File: config.mk
export PLATFORM = sky130hd
export DESIGN_NAME = mult_seq_ctrl_flat
export DESIGN_NICKNAME = d
export VERILOG_FILES = /design/src/rtl/mult_seq_ctrl_pkg.sv /design/src/rtl/mult_seq_ctrl_if.sv /design/src/rtl/mult_lat_counter.sv /design/src/rtl/mult_seq_ctrl.sv /design/src/flat_wrapper.sv
export SDC_FILE = /design/constraint.sdc
export NUM_CORES = 1
export LEC_CHECK = 0
export CELL_PAD_IN_SITES_DETAIL_PLACEMENT = 1
export CELL_PAD_IN_SITES_GLOBAL_PLACEMENT = 1
export CORE_MARGIN = 5
export CORE_UTILIZATION = 42
export CTS_CLUSTER_SIZE = 25
export DETAILED_ROUTE_END_ITERATION = 8
export PLACE_DENSITY = 0.81
export SLEW_MARGIN = 20
export SYNTH_ARGS = -nofsm -noshare
export SYNTH_HDL_FRONTEND = slang
export SYNTH_SLANG_ARGS = --single-unit
File: constraint.sdc
create_clock -name clk -period 2.65 [get_ports clk]
set_input_delay 0.53 -clock clk [delete_from_list [all_inputs] [get_ports clk]]
set_output_delay 0.53 -clock clk [all_outputs]
set_load 0.1 [all_outputs]
File: src/rtl/mult_seq_ctrl_pkg.sv
// Shared types for the multiply-slot sequencer.
// Latency: n/a (types and constants only).
// Backpressure: n/a.
package mult_ctrl_pkg;

  localparam int MUL_LATENCY_MAX = 255;

  typedef enum logic [2:0] {
    ST_IDLE    = 3'd0,
    ST_READ    = 3'd1,
    ST_COMPUTE = 3'd2,
    ST_CAPTURE = 3'd3,
    ST_PUBLISH = 3'd4,
    ST_HOLD    = 3'd5
  } state_e;

endpackage

File: src/rtl/mult_seq_ctrl_if.sv
// Handshake and register-enable bundle between the sequencer and the multiplier slot.
// Latency: n/a (wires only).
// Backpressure: in_ready/out_ready carry it; the bundle itself adds none.
interface mult_seq_ctrl_if;

  logic in_valid;
  logic in_ready;
  logic a_we;
  logic b_we;
  logic a_re;
  logic b_re;
  logic p_we;
  logic p_re;
  logic out_valid;
  logic out_ready;

  // Sequencer side
  modport master (
    input  in_valid, out_ready,
    output in_ready, a_we, b_we, a_re, b_re, p_we, p_re, out_valid
  );

  // Operand source / result consumer / register side
  modport slave (
    output in_valid, out_ready,
    input  in_ready, a_we, b_we, a_re, b_re, p_we, p_re, out_valid
  );

endinterface

File: src/rtl/mult_lat_counter.sv
// Loadable 8-bit down-counter timing the multiplier core latency.
// Latency: load/decrement visible one cycle after the enabling edge; zero is combinational from the count.
// Backpressure: none; holds its value when neither load nor en is set.
module mult_lat_counter (
  input  logic       clk,
  input  logic       reset,
  input  logic       load,
  input  logic       en,
  input  logic [7:0] load_val,
  output logic       zero
);

  logic [7:0] cnt_q;
  logic [7:0] cnt_d;

  // Load wins over decrement so a fresh operation always starts from a known count
  always_comb begin
    cnt_d = cnt_q;
    if (load) begin
      cnt_d = load_val;
    end else if (en) begin
      cnt_d = cnt_q - 8'd1;
    end
  end

  // Count register, cleared by the async reset
  always_ff @(posedge clk or posedge reset) begin
    if (reset) begin
      cnt_q <= 8'd0;
    end else begin
      cnt_q <= cnt_d;
    end
  end

  assign zero = (cnt_q == 8'd0);

endmodule

File: src/rtl/mult_seq_ctrl.sv
// Sequences one multiply: load A/B, read them into the core, wait MUL_LATENCY, capture and publish P.
// Latency: out_valid rises in the cycle after accept edge + 3 + MUL_LATENCY.
// Backpressure: product held with out_valid until out_ready; in_ready low for the whole operation.
module mult_seq_ctrl
  import mult_ctrl_pkg::*;
#(
  parameter int MUL_LATENCY = 4,
  parameter int CNT_W       = 16
) (
  input  logic               clk,
  input  logic               reset,
  mult_seq_ctrl_if.master    bus,
  input  logic               abort,
  output logic               busy,
  output logic [CNT_W-1:0]   op_count
);

  if (MUL_LATENCY < 1 || MUL_LATENCY > MUL_LATENCY_MAX) begin : g_bad_latency
    $error("mult_seq_ctrl: MUL_LATENCY must lie in 1..255");
  end

  localparam logic [7:0] LAT_LOAD = 8'(MUL_LATENCY - 1);

  state_e           state_q;
  state_e           state_d;
  logic [CNT_W-1:0] op_count_q;
  logic [CNT_W-1:0] op_count_d;

  logic cnt_load;
  logic cnt_en;
  logic cnt_zero;

  logic in_ready;
  logic out_valid;
  logic a_we;
  logic b_we;
  logic a_re;
  logic b_re;
  logic p_we;
  logic p_re;

  mult_lat_counter u_lat_counter (
    .clk      (clk),
    .reset    (reset),
    .load     (cnt_load),
    .en       (cnt_en),
    .load_val (LAT_LOAD),
    .zero     (cnt_zero)
  );

  // Next state, register enables and completion count; abort then reset override last
  always_comb begin
    state_d    = state_q;
    op_count_d = op_count_q;
    in_ready   = 1'b0;
    out_valid  = 1'b0;
    a_we       = 1'b0;
    b_we       = 1'b0;
    a_re       = 1'b0;
    b_re       = 1'b0;
    p_we       = 1'b0;
    p_re       = 1'b0;
    cnt_load   = 1'b0;
    cnt_en     = 1'b0;

    case (state_q)
      ST_IDLE: begin
        in_ready = 1'b1;
        a_we     = bus.in_valid;
        b_we     = bus.in_valid;
        if (bus.in_valid) state_d = ST_READ;
      end
      ST_READ: begin
        // Operands were written last cycle; a read-only cycle moves them to dataOut
        a_re     = 1'b1;
        b_re     = 1'b1;
        cnt_load = 1'b1;
        state_d  = ST_COMPUTE;
      end
      ST_COMPUTE: begin
        if (cnt_zero) begin
          state_d = ST_CAPTURE;
        end else begin
          cnt_en = 1'b1;
        end
      end
      ST_CAPTURE: begin
        p_we    = 1'b1;
        state_d = ST_PUBLISH;
      end
      ST_PUBLISH: begin
        p_re    = 1'b1;
        state_d = ST_HOLD;
      end
      ST_HOLD: begin
        out_valid = 1'b1;
        if (bus.out_ready) begin
          op_count_d = op_count_q + CNT_W'(1);
          state_d    = ST_IDLE;
        end
      end
      default: state_d = ST_IDLE;
    endcase

    // Cancel drops the operation without touching any register or the count
    if (abort) begin
      state_d    = ST_IDLE;
      op_count_d = op_count_q;
      a_we       = 1'b0;
      b_we       = 1'b0;
      a_re       = 1'b0;
      b_re       = 1'b0;
      p_we       = 1'b0;
      p_re       = 1'b0;
      cnt_load   = 1'b0;
      cnt_en     = 1'b0;
    end

    // State sits in IDLE during reset, so the IDLE decode must be masked here
    if (reset) begin
      in_ready  = 1'b0;
      out_valid = 1'b0;
      a_we      = 1'b0;
      b_we      = 1'b0;
      a_re      = 1'b0;
      b_re      = 1'b0;
      p_we      = 1'b0;
      p_re      = 1'b0;
    end
  end

  // State and completion-count registers
  always_ff @(posedge clk or posedge reset) begin
    if (reset) begin
      state_q    <= ST_IDLE;
      op_count_q <= '0;
    end else begin
      state_q    <= state_d;
      op_count_q <= op_count_d;
    end
  end

  assign bus.in_ready  = in_ready;
  assign bus.out_valid = out_valid;
  assign bus.a_we      = a_we;
  assign bus.b_we      = b_we;
  assign bus.a_re      = a_re;
  assign bus.b_re      = b_re;
  assign bus.p_we      = p_we;
  assign bus.p_re      = p_re;
  assign busy          = (state_q != ST_IDLE);
  assign op_count      = op_count_q;

endmodule
File: src/flat_wrapper.sv
// flat-port wrapper written by rule: the top's interface ports become plain ports
module mult_seq_ctrl_flat import mult_ctrl_pkg::*;
#(
  parameter int MUL_LATENCY = 4,
  parameter int CNT_W       = 16
)
  (clk, reset, abort, busy, op_count, bus_in_valid, bus_out_ready, bus_in_ready, bus_a_we, bus_b_we, bus_a_re, bus_b_re, bus_p_we, bus_p_re, bus_out_valid);
  mult_seq_ctrl_if bus_i ();
  input  logic clk;
  input  logic reset;
  input  logic abort;
  output logic busy;
  output logic [CNT_W-1:0] op_count;
  input wire logic [$bits(bus_i.in_valid)-1:0] bus_in_valid;
  input wire logic [$bits(bus_i.out_ready)-1:0] bus_out_ready;
  output wire logic [$bits(bus_i.in_ready)-1:0] bus_in_ready;
  output wire logic [$bits(bus_i.a_we)-1:0] bus_a_we;
  output wire logic [$bits(bus_i.b_we)-1:0] bus_b_we;
  output wire logic [$bits(bus_i.a_re)-1:0] bus_a_re;
  output wire logic [$bits(bus_i.b_re)-1:0] bus_b_re;
  output wire logic [$bits(bus_i.p_we)-1:0] bus_p_we;
  output wire logic [$bits(bus_i.p_re)-1:0] bus_p_re;
  output wire logic [$bits(bus_i.out_valid)-1:0] bus_out_valid;
  assign bus_i.in_valid = bus_in_valid;
  assign bus_i.out_ready = bus_out_ready;
  assign bus_in_ready = bus_i.in_ready;
  assign bus_a_we = bus_i.a_we;
  assign bus_b_we = bus_i.b_we;
  assign bus_a_re = bus_i.a_re;
  assign bus_b_re = bus_i.b_re;
  assign bus_p_we = bus_i.p_we;
  assign bus_p_re = bus_i.p_re;
  assign bus_out_valid = bus_i.out_valid;
  mult_seq_ctrl #(.MUL_LATENCY(MUL_LATENCY), .CNT_W(CNT_W)) u_core (.clk(clk), .reset(reset), .bus(bus_i), .abort(abort), .busy(busy), .op_count(op_count));
endmodule
Word-level counts from Yosys, hierarchy flattened --
Cells that the tools add are included.
Storage, ports and cells: output and inout bits 25, bits of input ports 5, logic and storage cells 46, register bits after elaboration 27
Operators by class: eq/ne operators 8, add/sub/neg operators 2, reductions and logical operators 6, bitwise operators 1, mux-type cells 26
Operators with widths (number):
- two-way mux 1 bit | 19
- case mux 3 bit (6 select lines) | 1
- adder 16 x 1 -> 16 bit (second input constant) | 1
- two-way mux 8 bit | 2
- two-way mux 3 bit | 4
- logical NOT 8 bit | 1
- subtractor 8 x 1 -> 8 bit (second input constant) | 1
- == test 3 x 2 -> 1 bit (second input constant) | 2
- == test 3 bit (second input constant) | 2
- inequality test 3 bit (second input constant) | 2
- AND reduction 3 bit | 2
- == test 3 x 1 -> 1 bit (second input constant) | 1
- logical NOT 3 bit | 1
- inequality test 3 x 2 -> 1 bit (second input constant) | 1
- nonzero test 3 bit | 1
- nonzero test 2 bit | 1
- inverter 1 bit | 1

Longest topological paths before layout --
depth after elaboration 6, gate-level depth with buffers 6, mapped depth without buffers 6

Modules after synthesis --
Synthesis repeated with hierarchy kept, for this count alone.
Unflattened totals: cells, all modules 154, area total of the unflattened synthesis 1501.4 um^2
By module, submodules not included:
- mult_seq_ctrl | times used 1, sequential area each 475.5 um^2, area an instance 1014.7 um^2, cells an instance 99
- mult_lat_counter | times used 1, sequential area each 200.2 um^2, area an instance 486.7 um^2, cells an instance 55

Worst setup path after synthesis --
OpenSTA, ideal clock, no wires.
path kind input -> output, start point input port abort, end point output port bus_b_we, data required time 2120 ps, cell stages on the path 5, slack -2248 ps, arrival time 4368 ps, path buffers 2, cells stage by stage buf_6 nor2_8 nand2_1 nor4_1 buf_4
Between the ends: longest elaborated chain between the ends 2
RTL lines:
- start: declaration | RTL line flat_wrapper.sv:11 | input logic abort;
- two-way mux 1 bit (2 in series)
- end: declaration | RTL line flat_wrapper.sv:18 | output wire logic [$bits(bus_i.b_we)-1:0] bus_b_we;
Every way passes these cells.

Final worst setup path --
start point register u_core.state_q[2], end point output port bus_out_valid
Between the ends: longest elaborated chain between the ends 3
RTL lines:
- start: declaration | RTL line mult_seq_ctrl.sv:24 | state_e state_q;
- start signal: assignment | RTL line mult_seq_ctrl.sv:138 | state_q <= state_d;
- == test 3 bit | RTL line mult_seq_ctrl.sv:66 | case (state_q)
- two-way mux 1 bit | RTL line mult_seq_ctrl.sv:66
- two-way mux 1 bit | RTL line mult_seq_ctrl.sv:120 | if (reset) begin
- end: declaration | RTL line flat_wrapper.sv:23 | output wire logic [$bits(bus_i.out_valid)-1:0] bus_out_valid;
Every way passes these cells.

==> impl_metrics.env <==
export IMPL_status="complete, no violations"
export IMPL_core_um2=3360
export IMPL_fmax_mhz=420
export IMPL_ys_types=41
export IMPL_cts_buffer_depth=2
export IMPL_power_switching_w=0.000418
export IMPL_clk_insertion_delay_late_ns=0.34
export IMPL_area_growth_pct=31.6
export IMPL_slew_headroom=0.616
export IMPL_yosys_area_top_type_share=0.459
export IMPL_yosys_area_top_type="dfrtp_1"
export IMPL_combPwrFrac=0.341
export IMPL_io_pins=30
export IMPL_grt_pass1_vias=1261
export IMPL_drtIter0Drc=35
export IMPL_tightest_slew_ns=0.576
export IMPL_htreeDepth=1
export IMPL_initial_utilization=0.437
export IMPL_rsz0062_at_grt="false"
export IMPL_netlist_instances=135
export IMPL_synth_warnings=0
export IMPL_maxSlewViolCount=0
export IMPL_pwr_share_clk=0.176
export IMPL_avgSynthCellArea_um2=10.9
export IMPL_clockRootBuffer="clkbuf_4"
export IMPL_synth_area_um2=1470
export IMPL_async_flop_share=1.00
export IMPL_post_cts_buffers=0
export IMPL_synthTopCellsByArea="dfrtp_1 (46%), xnor2_1 (8.3%), nand3_1 (3.4%)"
export IMPL_cts_resized=0
export IMPL_startpoint_type="register"
export IMPL_vias=1136
export IMPL_dr_pass1_iters=4
export IMPL_synth_edff_count=0
export IMPL_track_usage=0.158
export IMPL_avgRoutedWirePerCell_um=16.5
export IMPL_r2r_cells=5
export IMPL_critical_path_max_fanout=10
export IMPL_die_x_um=69.2
export IMPL_vias_per_cell=5.33
export IMPL_layout_min_cycle_time_ns=2.38
export IMPL_num_nets_final=176
export IMPL_finalSetupViolations=0
export IMPL_floorplan_die_area_um2=4790
export IMPL_clkTransAtPathRegs_ns=0.15
export IMPL_power_frac_seq=0.483
export IMPL_hold_path_class="reg2reg"
export IMPL_p_leak_nw=0.875
export IMPL_maxCapViolCount=0
export IMPL_intPower_w=0.000641
export IMPL_grt_pass1_wl_mm=6.06
export IMPL_seq_area_frac_synth=0.459
export IMPL_grt_max_degree=28
export IMPL_place_area_um2=1910
export IMPL_utilization=0.576
export IMPL_hold_viol=0
export IMPL_place_congestion=0.793
export IMPL_synth_fp_nets=143
export IMPL_grt_overflow=0
export IMPL_layout_drive_gt1_share=0.293
export IMPL_synth_common_cells="dfrtp_1 (27), xnor2_1 (14), nor2_1 (12), nand3_1 (10), nand2_1 (9)"
export IMPL_vdd_ir_drop_max_uv=328
export IMPL_min_period_over_period=0.898
export IMPL_dp_hpwl_mm=2.72
export IMPL_drc=0
export IMPL_crit_type="reg2out"
export IMPL_cp_end_kind="output port"
export IMPL_diodes=0
export IMPL_swShare=0.395
export IMPL_antenna_found_initial=0
export IMPL_place_ws_ns=0.254
export IMPL_die_h_um=69.2
export IMPL_cp_data_required_time_ns=2.12
export IMPL_ys_flop_type="dfrtp_1"
export IMPL_routed_wl_mm=3.52
export IMPL_cts_hold_buf=0
export IMPL_holdWs_ns=0.483
export IMPL_critPathArrivalTime_ns=1.85
export IMPL_cts_sinks=27
export IMPL_antenna_left=0
export IMPL_row_count=21
export IMPL_p_total_w=0.00106
export IMPL_power_density_nw_per_um2=547
export IMPL_fin_area_um2=1940
export IMPL_holdPathStages=1
export IMPL_port_buffers=29
export IMPL_numCtsBuffers=3
export IMPL_cts_tree="yes"
export IMPL_yosys_register_bits=27
export IMPL_yosysMostFrequentCell="dfrtp_1"
export IMPL_fin_ws_ns=0.270
export IMPL_fin_skew_ns=0.00862
-- layout by cell type (no fill, tap or decap), drive strengths merged, types with 4 or more instances in the layout --
cell type,instances
and4,4
buf,30
clkdlybuf4s50,4
dfrtp,27
inv,4
nand2,9
nand3,10
nor2,13
xnor2,14
-- path summary, 6_finish.rpt --
kind | endpoint | slack, ns | from
min reg2reg | u_core.op_count[15] | 0.48 | u_core.op_count[15]
min | u_core.op_count[15] | 0.48 | u_core.op_count[15]
max reg2reg | u_core.op_count[8] | 0.78 | u_core.state_q[1]
max | bus_out_valid | 0.27 | u_core.state_q[2]
max in group asynchronous | u_core.op_count[6] | 1.47 | reset
min in group asynchronous | u_core.u_lat_counter.cnt_q[6] | 0.92 | reset
-- layout make-up --
cell class	count	area (um2)
clock inverters	1	7.51
clock buffers	3	22.5
inverters	4	15.0
flip-flops and latches	27	676
fillers	383	1430
multi-input cells	98	793
repair buffers	34	365
well taps	46	57.6
-- state kept, by name, indices dropped and copies added (netlist names) --
| register | cells |
|---|---|
| u_core.op_count | 16 |
| u_core.state_q | 3 |
| u_core.u_lat_counter.cnt_q | 8 |
-- through the flow --
stage	setup TNS, ns	std cells
6_report	0	213
5_1_grt	0	213
4_1_cts	0	213
3_5_place_dp	0	209
3_3_place_gp	0	209
2_1_floorplan	-0.372	135
-- cells by family after synthesis --
group	synth area share
xor+xnor	0.101
fa+ha+maj	0.0255
flops	0.459
simple gates	0.287
mux	0.0213
buf+inv	0.0408
compound gates	0.0655
-- critical path, stage by stage (launching register included) --
cell     delay (ns)
dfrtp_1        0.71
inv_1          0.23
nor4b_4        0.36
buf_12         0.22
-- power by group through the flow --
stage                     Sequential, W  Combinational, W  Clock (W)
after floorplan                0.000515          0.000265          0
after global placement         0.000515          0.000349          0
after detailed placement       0.000520          0.000366          0
after CTS                      0.000512          0.000366   0.000198
after global routing           0.000519          0.000392   0.000213
final                          0.000512          0.000361   0.000186
-- per-layer routing --
layer / vias up / routed length (um) / global-route usage
li1: 546 / - / -
met1: 571 / 1470 / 0.185
met2: 14 / 1910 / 0.283
met3: 5 / 90 / 0.0319
met4: 0 / 57 / 0.0586
met5: - / 0 / 0
Power figures use the tool's default switching activity.
